File: src/rtl/dmem_port_arbiter.sv
// Shares the single-port data SRAM between the MEM-stage CPU port and an external loader/debug port.
// Grant is combinational, read data returns one cycle later; CPU is stalled when EXT wins (EXT never starves).
module dmem_port_arbiter #(
  parameter int WIDTH        = 32,
  parameter int AW           = 11,
  parameter int STARVE_LIMIT = 4
) (
  input  logic             clk,
  input  logic             rst,
  input  logic             cpu_req,
  input  logic             cpu_we,
  input  logic [AW-1:0]    cpu_addr,
  input  logic [WIDTH-1:0] cpu_wdata,
  output logic [WIDTH-1:0] cpu_rdata,
  output logic             cpu_stall,
  input  logic             ext_req,
  input  logic             ext_we,
  input  logic [AW-1:0]    ext_addr,
  input  logic [WIDTH-1:0] ext_wdata,
  output logic             ext_gnt,
  output logic             ext_rvalid,
  output logic [WIDTH-1:0] ext_rdata,
  output logic [AW-1:0]    mem_a,
  output logic [WIDTH-1:0] mem_d,
  output logic             mem_wen,
  input  logic [WIDTH-1:0] mem_q
);

  localparam int CW = $clog2(STARVE_LIMIT + 1);
  localparam logic [CW-1:0] LIMIT = CW'(STARVE_LIMIT);

  typedef enum logic [1:0] {
    OWN_NONE = 2'd0,
    OWN_CPU  = 2'd1,
    OWN_EXT  = 2'd2
  } owner_t;

  logic [CW-1:0] wait_cnt;
  owner_t        owner;
  owner_t        owner_nxt;
  logic          force_ext;
  logic          ext_win;
  logic          cpu_win;

  // Grants are suppressed while rst is held so the SRAM sees no access during reset.
  assign force_ext = ext_req && (wait_cnt == LIMIT);
  assign ext_win   = !rst && ext_req && (!cpu_req || force_ext);
  assign cpu_win   = !rst && cpu_req && !ext_win;

  assign ext_gnt   = ext_win;
  assign cpu_stall = cpu_req && ext_win;

  assign mem_a   = ext_win ? ext_addr  : cpu_addr;
  assign mem_d   = ext_win ? ext_wdata : cpu_wdata;
  assign mem_wen = ~((ext_win && ext_we) || (cpu_win && cpu_we));

  assign cpu_rdata = mem_q;
  assign ext_rdata = mem_q;

  always_ff @(posedge clk or posedge rst) begin
    if (rst) begin
      wait_cnt <= '0;
    end else if (!ext_req || ext_win) begin
      wait_cnt <= '0;
    end else if (wait_cnt != LIMIT) begin
      wait_cnt <= wait_cnt + CW'(1);
    end
  end

  always_ff @(posedge clk or posedge rst) begin
    if (rst) begin
      owner <= OWN_NONE;
    end else begin
      owner <= owner_nxt;
    end
  end

  always_comb begin
    owner_nxt = OWN_NONE;
    if (ext_win && !ext_we) begin
      owner_nxt = OWN_EXT;
    end else if (cpu_win && !cpu_we) begin
      owner_nxt = OWN_CPU;
    end
  end

  always_comb begin
    ext_rvalid = 1'b0;
    if (owner == OWN_EXT) begin
      ext_rvalid = 1'b1;
    end
  end

endmodule

File: config.mk
export PLATFORM = sky130hd
export DESIGN_NAME = dmem_port_arbiter
export DESIGN_NICKNAME = d
export VERILOG_FILES = /design/src/rtl/dmem_port_arbiter.sv
export SDC_FILE = /design/constraint.sdc
export NUM_CORES = 1
export LEC_CHECK = 0
export BUFFER_PORTS_ARGS = -buffer_cell sky130_fd_sc_hd__buf_2
export CORE_AREA = 10 10 83 85
export CTS_CLUSTER_SIZE = 25
export DETAILED_ROUTE_END_ITERATION = 10
export DIE_AREA = 0 0 93 95
export GPL_TIMING_DRIVEN = 0
export PLACE_DENSITY_LB_ADDON = 0.3
export SLEW_MARGIN = 15
export SYNTH_ARGS = -nofsm -noshare
export SYNTH_HDL_FRONTEND = slang
export SYNTH_SLANG_ARGS = --single-unit
File: constraint.sdc
create_clock -name clk -period 3.1 [get_ports clk]
set_input_delay 0.62 -clock clk [delete_from_list [all_inputs] [get_ports clk]]
set_output_delay 0.62 -clock clk [all_outputs]
set_load 0.03 [all_outputs]
==> metrics.csv, run 1 <==
stage,metric,value,unit
status,status,"complete, no violations",
place,portBuffers,202,
floorplanning,die_x,93,um
sta,hold_viol_final,0,
sta,setup_viol,0,
final_layout,area_growth,87.8,%
sta,setup_tns,0,ns
clocking,cts_sinks,5,
sta,finalClockSkew,0.00206,ns
drt,routed_wl,6.66,mm
setup_path,critPathTopFamily,buffers and inverters,
sta,final.period_utilization,85.5,%
final_layout,n_antenna_cell,0,
sta,fmax,377,MHz
place,place_congestion,0.800,
setup_path,critPathKind,register to output port,
sta,period_minus_slack,2.65,ns
setup_path,setup.worst_path.start,wait_cnt[0]$_DFFE_PP0P_,
final_layout,fin_area,2450,um2
logic_synthesis,synthDistinctLibCells,18,
power_and_ir_drop,cellPowerDensity,272,nW/um2
clocking,cts_setup_buffers,0,
place,place_area,2410,um2
final_layout,nNetsFinal,471,
clocking,cts_hold_buf,0,
setup_path,rrSetupSlack,1.58,ns
final_layout,final_cell_mix,"buf_2, buf_4, mux2_2, dfrtp_1, buf_6",
sta,rsz0062_at_grt,false,
clocking,cts-root-buf,clkbuf_8,
floorplanning,floorplan.die_area,8840,um2
global_route,antenna_found_initial,0,
logic_synthesis,netlist_area,1310,um2
global_route,grt-busiest-layer,met2,
sta,drv_slew,0,
drt,drtIter0Drc,17,
floorplanning,ios,235,
power_and_ir_drop,vdd_drop_max,0.174,mV
global_route,grt_overflow,0,
power_and_ir_drop,p_leak,0.00145,uW
setup_path,crit_fanout,10,
final_layout,post_route_cells_drive_above_1_share,92.7,%
final_layout,fin_cells,416,
clocking,ctsResizeCount,0,
floorplanning,core_region_area,5340,um2
final_layout,nFillCells,550,
logic_synthesis,yosys_warnings,0,
final_layout,postLayoutCoreUtil,45.9,%
clocking,cts_max_path_buffers,2,
drt,drtAntennaViolNets,0,
setup_path,cpPeakStageDelay,0.41,ns
drt,drc,0,
global_route,grt_pass1_wl,9.34,mm
setup_path,worst-path-buf-inv,3,
setup_path,critPathLaunchType,register,
place,dp_hpwl,6.26,mm
setup_path,r2r-start,wait_cnt[0]$_DFFE_PP0P_,
logic_synthesis,postSynthCellCount,138,
drt,avgViaCountPerCell,3.84,
final_layout,mostFrequentLayoutCell,buf_2,
min_path,hold_path_class,input port to asynchronous set/reset pin,
global_route,use_met3,9.52,%
clocking,cts_buffers,3,
sta,tightest_slew,0.318,ns
global_route,globalRouteMet2Util,25.8,%
place,dp.cells,412,
global_route,grt_pass1_vias,1819,
drt,vias,1596,
setup_path,crit_arrival,2.03,ns
setup_path,end_kind,output port,
setup_path,required,2.48,ns
logic_synthesis,ys_ff_latch,5,
global_route,grt_usage,13.0,%
floorplanning,rows,27,
setup_path,path_cells,inv_1 -> ha_1 -> nand2_2 -> a21oi_4 -> buf_4 -> mux2_2 -> buf_2,
sta,relSlewSlack,78.5,%
global_route,use_met1,10.3,%
clocking,cts_tree,done,
clocking,path_clk_slew,0.04,ns
job,cap_violations,0,
floorplanning,die_h,95,um
clocking,insertion_delay,0.22,ns
logic_synthesis,syn-num-nets,264,
clocking,h-tree-depth,1,
logic_synthesis,seq_area_frac_synth,9.59,%
drt,drtPass1Iterations,4,
drt,wl_per_cell,16.0,um
logic_synthesis,syn_avg_cell_area,9.46,um2
global_route,grt_max_degree,11,
setup_path,critical_path.slowest_cell,dfrtp_1,
floorplanning,initial_core_util,24.4,%
==> report_power, final <==
group,internal [uW],switching [uW],leakage (uW)
clock,88.3,32.2,0.0000228
sequential,70.5,3.99,0.0000670
combinational,200,272,0.00136
==> logic make-up (layout without fill, tap and decap cells) <==
logic type,count (synthesis),in the layout,share of synthesized area (%)
buf+inv,72,278,41.7
mux,45,45,38.6
simple gates,11,11,5.85
flops,5,5,9.59
fa+ha+maj,2,2,1.92
compound gates,2,2,1.63
xor+xnor,1,1,0.671
==> layer usage <==
layer	up-vias	share of wire (%)
li1	809	-
met1	673	28
met2	112	55
met3	2	17
met4	0	0.18
met5	-	0
==> through the flow <==
step	total power [uW]	worst slack, ns	hold WS [ns]
2_1_floorplan	401	0.650	0.404
3_3_place_gp	549	0.542	0.551
3_5_place_dp	553	0.553	0.548
4_1_cts	680	0.432	0.310
5_1_grt	706	0.342	0.328
6_report	667	0.450	0.309
==> cell type report <==
class | instances | area [um2] | area share, %
multi-input cells | 61 | 636 | 25.9
repair buffers | 202 | 1010 | 41.2
well taps | 72 | 90.1 | 3.68
inverters | 3 | 11.3 | 0.459
plain buffers | 69 | 533 | 21.7
clock buffers | 4 | 45.0 | 1.84
flip-flops and latches | 5 | 125 | 5.10
==> sequential cells by signal, indices dropped and copies added, names as in the netlist <==
register	cells
owner	2
wait_cnt	3
==> worst paths after layout <==
check	end	depth (start not counted)
worst max-delay path	mem_d[28]	7
worst min-delay path	wait_cnt[1]$_DFFE_PP0P_	2
worst max register to register	owner[0]$_DFF_PP0_	6
worst min register to register	wait_cnt[2]$_DFFE_PP0P_	3
max in group asynchronous	owner[1]$_DFF_PP0_	2
min in group clk	owner[1]$_DFF_PP0_	2
==> cells in the mapped netlist <==
master | number | share of area (%)
a21oi_4 | 1 | 1.2
and2_1 | 1 | 0.48
and3_1 | 1 | 0.48
buf_4 | 65 | 37
buf_6 | 4 | 3.5
dfrtp_1 | 5 | 9.6
ha_1 | 2 | 1.9
inv_1 | 3 | 0.86
mux2_2 | 43 | 37
mux2i_1 | 2 | 1.5
nand2_2 | 1 | 0.48
nand2b_1 | 1 | 0.48
nand3b_1 | 1 | 0.58
nor2b_1 | 2 | 0.96
nor3b_1 | 3 | 1.7
nor4b_1 | 1 | 0.67
o21ai_0 | 1 | 0.38
xnor2_1 | 1 | 0.67
No activity file was read; power rests on OpenSTA's default activity.
==> run 2, diff against run 1 <==
--- a/config.mk
+++ b/config.mk
@@ -7,10 +7,12 @@
 export LEC_CHECK = 0
 export BUFFER_PORTS_ARGS = -buffer_cell sky130_fd_sc_hd__buf_2
 export CORE_AREA = 10 10 83 85
+export CTS_BUF_LIST = sky130_fd_sc_hd__clkbuf_8
 export CTS_CLUSTER_SIZE = 25
 export DETAILED_ROUTE_END_ITERATION = 10
 export DIE_AREA = 0 0 93 95
 export GPL_TIMING_DRIVEN = 0
+export MAX_ROUTING_LAYER = met4
 export PLACE_DENSITY_LB_ADDON = 0.3
 export SLEW_MARGIN = 15
 export SYNTH_ARGS = -nofsm -noshare
==> constraint.sdc (replaced) <==
create_clock -name clk -period 2.93 [get_ports clk]
set_input_delay 0.586 -clock clk [delete_from_list [all_inputs] [get_ports clk]]
set_output_delay 0.586 -clock clk [all_outputs]
set_load 0.03 [all_outputs]
==> run 2 against run 1 <==
Non-clock buffer count unchanged. Die area unchanged. Worst setup slack worse by 0.13 ns. Flip-flop and latch count unchanged. Utilization unchanged.
==> metrics.csv, run 2 (synthesis gave the netlist of run 1 again) <==
stage,metric,value,unit,change
sta,hold-worst-slack,0.275,ns,was 0.309 ns
power_and_ir_drop,cellPowerDensity,286,nW/um2,was 272 nW/um2
setup_path,crit_arrival,2.02,ns,was 2.03 ns
floorplanning,floorplan.die_area,8840,um2,unchanged
clocking,cts_max_path_buffers,2,,unchanged
setup_path,critPathLaunchType,register,,unchanged
sta,drv_slew,0,,unchanged
global_route,grt_overflow,0,,unchanged
clocking,cts_tree,done,,unchanged
setup_path,cpPeakStageDelay,0.41,ns,about the same
global_route,grt_pass1_vias,1830,,"was 1,819"
final_layout,post_route_cells_drive_above_1_share,92.7,%,unchanged
setup_path,reg2reg_depth,6,,unchanged
sta,setup_tns,0,ns,unchanged
job,cap_violations,0,,unchanged
floorplanning,ios,235,,unchanged
setup_path,critPathKind,register to output port,,unchanged
sta,hold_viol_final,0,,unchanged
final_layout,mostFrequentLayoutCell,buf_2,,unchanged
sta,fmax,383,MHz,
place,portBuffers,202,,unchanged
clocking,cts_sinks,5,,unchanged
clocking,cts-root-buf,clkbuf_8,,unchanged
clocking,path_clk_slew,0.04,ns,about the same
clocking,cts_setup_buffers,0,,unchanged
setup_path,required,2.34,ns,was 2.48 ns
setup_path,end_kind,output port,,unchanged
drt,routed_wl,6.66,mm,about the same
min_path,hold_path_class,input port to asynchronous set/reset pin,,unchanged
sta,setup_viol,0,,unchanged
drt,wl_per_cell,16.0,um,about the same
sta,finalClockSkew,0.00244,ns,was 0.00206 ns
clocking,cts_hold_buf,0,,unchanged
drt,drtAntennaViolNets,0,,unchanged
drt,drc,0,,unchanged
drt,drtIter0Drc,15,,was 17
sta,tightest_slew,0.318,ns,unchanged
setup_path,crit_fanout,10,,unchanged
global_route,grt_pass1_wl,9.29,mm,was 9.34 mm
floorplanning,rows,27,,unchanged
floorplanning,die_x,93,um,unchanged
sta,rsz0062_at_grt,false,,unchanged
power_and_ir_drop,p_leak,0.00145,uW,about the same
final_layout,final_cell_mix,"buf_2, buf_4, mux2_2, dfrtp_1",,"was buf_2, buf_4, mux2_2, dfrtp_1, buf_6"
setup_path,r2r_end,owner[0]$_DFF_PP0_,,unchanged
final_layout,largest_reg_flops,3,,unchanged
global_route,grt_usage,13.4,%,was 13.0%
setup_path,r2r-start,wait_cnt[0]$_DFFE_PP0P_,,unchanged
final_layout,top_regs,"wait_cnt (3), owner (2)",,unchanged
power_and_ir_drop,vdd_drop_max,0.184,mV,was 0.174 mV
floorplanning,die_h,95,um,unchanged
sta,final.period_utilization,89.1,%,
global_route,antenna_found_initial,0,,unchanged
setup_path,critical_path.slowest_cell,dfrtp_1,,unchanged
final_layout,nNetsFinal,471,,unchanged
floorplanning,initial_core_util,24.4,%,unchanged
clocking,insertion_delay,0.22,ns,about the same
place,dp_hpwl,6.26,mm,unchanged
clocking,cts_buffers,3,,unchanged
drt,vias,1597,,"was 1,596"
clocking,ctsResizeCount,0,,unchanged
place,place_congestion,0.812,,was 0.800
setup_path,path_cells,inv_1 -> ha_1 -> nand2_2 -> a21oi_4 -> buf_4 -> mux2_2 -> buf_2,,unchanged
final_layout,n_antenna_cell,0,,unchanged
final_layout,area_growth,87.8,%,unchanged
drt,avgViaCountPerCell,3.84,,about the same
sta,relSlewSlack,78.5,%,unchanged
sta,period_minus_slack,2.61,ns,
global_route,grt_max_degree,11,,unchanged
final_layout,regMostFlops,wait_cnt,,unchanged
status,status,"complete, no violations",,unchanged
clocking,h-tree-depth,1,,unchanged
floorplanning,core_region_area,5340,um2,unchanged
drt,drtPass1Iterations,4,,unchanged
setup_path,rrSetupSlack,1.41,ns,was 1.58 ns
[run 2: worst max-delay path, delay by kind of cell (launching register included)]
family,cells,cell delay (ns)
DFF,1,0.41
AOI/OAI and AO/OA,1,0.29
and+or+nand+nor,1,0.10
muxes,1,0.35
buffers and inverters,3,0.48
adders and majority gates,1,0.17
[run 2: final cells by class]
type | instances | area, um2
Sequential cell | 5 | 125
Clock inverter | 1 | 3.75
Inverter | 3 | 11.3
Fill cell | 550 | 2890
Tap cell | 72 | 90.1
Clock buffer | 3 | 41.3
Timing Repair Buffer | 202 | 1010
Buffer | 69 | 533
Multi-Input combinational cell | 61 | 636
[run 2: stage by stage]
stage	cell area [um2]	std cells	utilization (%)	worst slack (ns)	total power, uW
2_1_floorplan	1310	138	-	0.548	425
3_3_place_gp	2410	412	45.1	0.440	581
3_5_place_dp	2410	412	45.1	0.451	585
4_1_cts	2450	416	45.9	0.296	716
5_1_grt	2450	416	45.9	0.206	744
6_report	2450	416	45.9	0.319	702
[run 2: metal layers]
metal / global-route usage (%) / wire length [um] / vias up
met4: 1.54 / 12 / 0
met3: 6.82 / 863 / 2
li1: - / - / 809
met2: 25.8 / 3660 / 112
met5: - / 0 / -
met1: 11.8 / 2120 / 674
[run 2: power by group]
group	switching, uW	leakage, uW	internal [uW]
Combinational	288	0.00136	212
Clock	34.4	0.0000269	89.8
Sequential	4.15	0.0000670	74.6
[run 2: how the worst max path moves through the flow]
| stage | start | depth (start not counted) | slack (ns) | to |
|---|---|---|---|---|
| after detailed placement | rst | 6 | 0.45 | mem_d[28] |
| after global placement | rst | 6 | 0.44 | mem_d[28] |
| after floorplan | rst | 4 | 0.55 | mem_wen |
| final | wait_cnt[0]$_DFFE_PP0P_ | 7 | 0.32 | mem_d[28] |
| after CTS | wait_cnt[0]$_DFFE_PP0P_ | 7 | 0.30 | mem_d[28] |
| after global routing | wait_cnt[0]$_DFFE_PP0P_ | 7 | 0.21 | mem_d[28] |
==> run 3, diff against run 2 <==
--- a/config.mk
+++ b/config.mk
@@ -12,7 +12,6 @@
 export DETAILED_ROUTE_END_ITERATION = 10
 export DIE_AREA = 0 0 93 95
 export GPL_TIMING_DRIVEN = 0
-export MAX_ROUTING_LAYER = met4
 export PLACE_DENSITY_LB_ADDON = 0.3
 export SLEW_MARGIN = 15
 export SYNTH_ARGS = -nofsm -noshare
==> run 3 against run 2 <==
Hold slack did not move. Combinational power barely moved. Flip-flop and latch count did not move. Cell count did not move. Maximum frequency did not move. Utilization did not move. Register-to-register slack barely moved. Critical path type unchanged.
==> metrics.csv, run 3 (synthesis gave the netlist of run 1 again) <==
stage,metric,value,unit,change
status,status,"complete, no violations",,unchanged
global_route,grt_usage,13.0,%,was 13.4%
clocking,cts_max_path_buffers,2,,unchanged
setup_path,cpPeakStageDelay,0.41,ns,about the same
setup_path,required,2.34,ns,about the same
global_route,grt_pass1_vias,1819,,"was 1,830"
final_layout,top_regs,"wait_cnt (3), owner (2)",,unchanged
global_route,antenna_found_initial,0,,unchanged
setup_path,critPathTopFamily,buffers and inverters,,unchanged
global_route,grt_overflow,0,,unchanged
sta,hold_viol_final,0,,unchanged
power_and_ir_drop,cellPowerDensity,286,nW/um2,about the same
power_and_ir_drop,pwr-share-seq,11.2,%,about the same
drt,drtPass1Iterations,4,,unchanged
clocking,cts_tree,done,,unchanged
final_layout,mostFrequentLayoutCell,buf_2,,unchanged
floorplanning,core_region_area,5340,um2,unchanged
global_route,grt_max_degree,11,,unchanged
final_layout,post_route_cells_drive_above_1_share,92.7,%,unchanged
power_and_ir_drop,p_switching,326,uW,about the same
place,portBuffers,202,,unchanged
clocking,cts_buffers,3,,unchanged
sta,relSlewSlack,78.5,%,unchanged
setup_path,path_cells,inv_1 -> ha_1 -> nand2_2 -> a21oi_4 -> buf_4 -> mux2_2 -> buf_2,,unchanged
floorplanning,die_x,93,um,unchanged
setup_path,critical_path.slowest_cell,dfrtp_1,,unchanged
floorplanning,die_h,95,um,unchanged
final_layout,regMostFlops,wait_cnt,,unchanged
drt,drc,0,,unchanged
final_layout,nNetsFinal,471,,unchanged
clocking,cts-root-buf,clkbuf_8,,unchanged
floorplanning,initial_core_util,24.4,%,unchanged
global_route,grt_pass1_wl,9.34,mm,was 9.29 mm
power_and_ir_drop,comb_power_share,71.1,%,about the same
floorplanning,rows,27,,unchanged
drt,vias,1597,,unchanged
place,dp_hpwl,6.26,mm,unchanged
clocking,insertion_delay,0.22,ns,about the same
power_and_ir_drop,intPower,376,uW,about the same
place,place_congestion,0.800,,was 0.812
setup_path,crit_arrival,2.02,ns,about the same
power_and_ir_drop,p_clk_share,17.7,%,about the same
power_and_ir_drop,vdd_drop_max,0.184,mV,about the same
final_layout,area_growth,87.8,%,unchanged
sta,drv_slew,0,,unchanged
min_path,hold_path_class,input port to asynchronous set/reset pin,,unchanged
drt,drtAntennaViolNets,0,,unchanged
setup_path,worst-path-buf-inv,3,,unchanged
drt,routed_wl,6.66,mm,unchanged
floorplanning,floorplan.die_area,8840,um2,unchanged
sta,final.period_utilization,89.1,%,unchanged
drt,drtIter0Drc,17,,was 15
clocking,cts_setup_buffers,0,,unchanged
final_layout,n_antenna_cell,0,,unchanged
job,cap_violations,0,,unchanged
clocking,ctsResizeCount,0,,unchanged
power_and_ir_drop,p_leak,0.00145,uW,unchanged
sta,fmax,383,MHz,unchanged
final_layout,largest_reg_flops,3,,unchanged
final_layout,final_cell_mix,"buf_2, buf_4, mux2_2, dfrtp_1",,unchanged
floorplanning,ios,235,,unchanged
clocking,path_clk_slew,0.04,ns,about the same
sta,setup_viol,0,,unchanged
sta,finalClockSkew,0.00244,ns,unchanged
drt,wl_per_cell,16.0,um,unchanged
setup_path,crit_fanout,10,,unchanged
power_and_ir_drop,swShare,46.4,%,about the same
setup_path,end_kind,output port,,unchanged
setup_path,critPathKind,register to output port,,unchanged
sta,setup_tns,0,ns,unchanged
clocking,cts_hold_buf,0,,unchanged
sta,rsz0062_at_grt,false,,unchanged
clocking,cts_sinks,5,,unchanged
sta,tightest_slew,0.318,ns,unchanged
setup_path,critPathLaunchType,register,,unchanged
clocking,h-tree-depth,1,,unchanged
power_and_ir_drop,power.total,702,uW,about the same
drt,avgViaCountPerCell,3.84,,unchanged
sta,hold-worst-slack,0.275,ns,unchanged
sta,period_minus_slack,2.61,ns,unchanged
run 3: worst register-to-register path: cells and delay by family (launching register included):
family          cells  cell delay, ns
simple gates        2            0.44
flops               1            0.39
fa+ha+maj           1            0.21
buf+inv             2            0.25
compound gates      1            0.11
run 3: path summary, 6_finish.rpt:
kind	start	end	slack (ns)	cells past startpoint
worst max-delay path	wait_cnt[0]$_DFFE_PP0P_	mem_d[28]	0.32	7
worst min-delay path	rst	wait_cnt[1]$_DFFE_PP0P_	0.27	2
worst max register to register	wait_cnt[0]$_DFFE_PP0P_	owner[0]$_DFF_PP0_	1.41	6
worst min register to register	wait_cnt[2]$_DFFE_PP0P_	wait_cnt[2]$_DFFE_PP0P_	0.61	3
max in group asynchronous	rst	owner[1]$_DFF_PP0_	2.48	2
min in group clk	ext_we	owner[1]$_DFF_PP0_	0.54	2
run 3: power by group through the flow:
stage / Combinational, uW / Clock [uW] / Sequential, uW
after floorplan: 346 / 0 / 78.4
after global placement: 502 / 0 / 79.3
after detailed placement: 506 / 0 / 79.4
after CTS: 507 / 130 / 78.8
after global routing: 533 / 132 / 79.4
final: 499 / 124 / 78.8
run 3: layer usage:
metal	GRT usage [%]	up-vias	part of all wire [%]
li1	-	809	-
met3	9.52	2	17
met1	10.3	674	28
met5	0	-	0
met2	25.8	112	55
met4	1.54	0	0.18
run 3: through the flow:
step	util [%]	cell area, um2	setup WS, ns	instances
floorplan	-	1310	0.548	138
detailed placement	45.1	2410	0.451	412
CTS	45.9	2450	0.296	416
global route	45.9	2450	0.206	416
finish	45.9	2450	0.319	416
global placement	45.1	2410	0.440	412
run 3: cell type report:
cell class / count / area, um2
Multi-Input combinational cell: 61 / 636
Clock inverter: 1 / 3.75
Buffer: 69 / 533
Tap cell: 72 / 90.1
Timing Repair Buffer: 202 / 1010
Inverter: 3 / 11.3
Fill cell: 550 / 2890
Sequential cell: 5 / 125
Clock buffer: 3 / 41.3
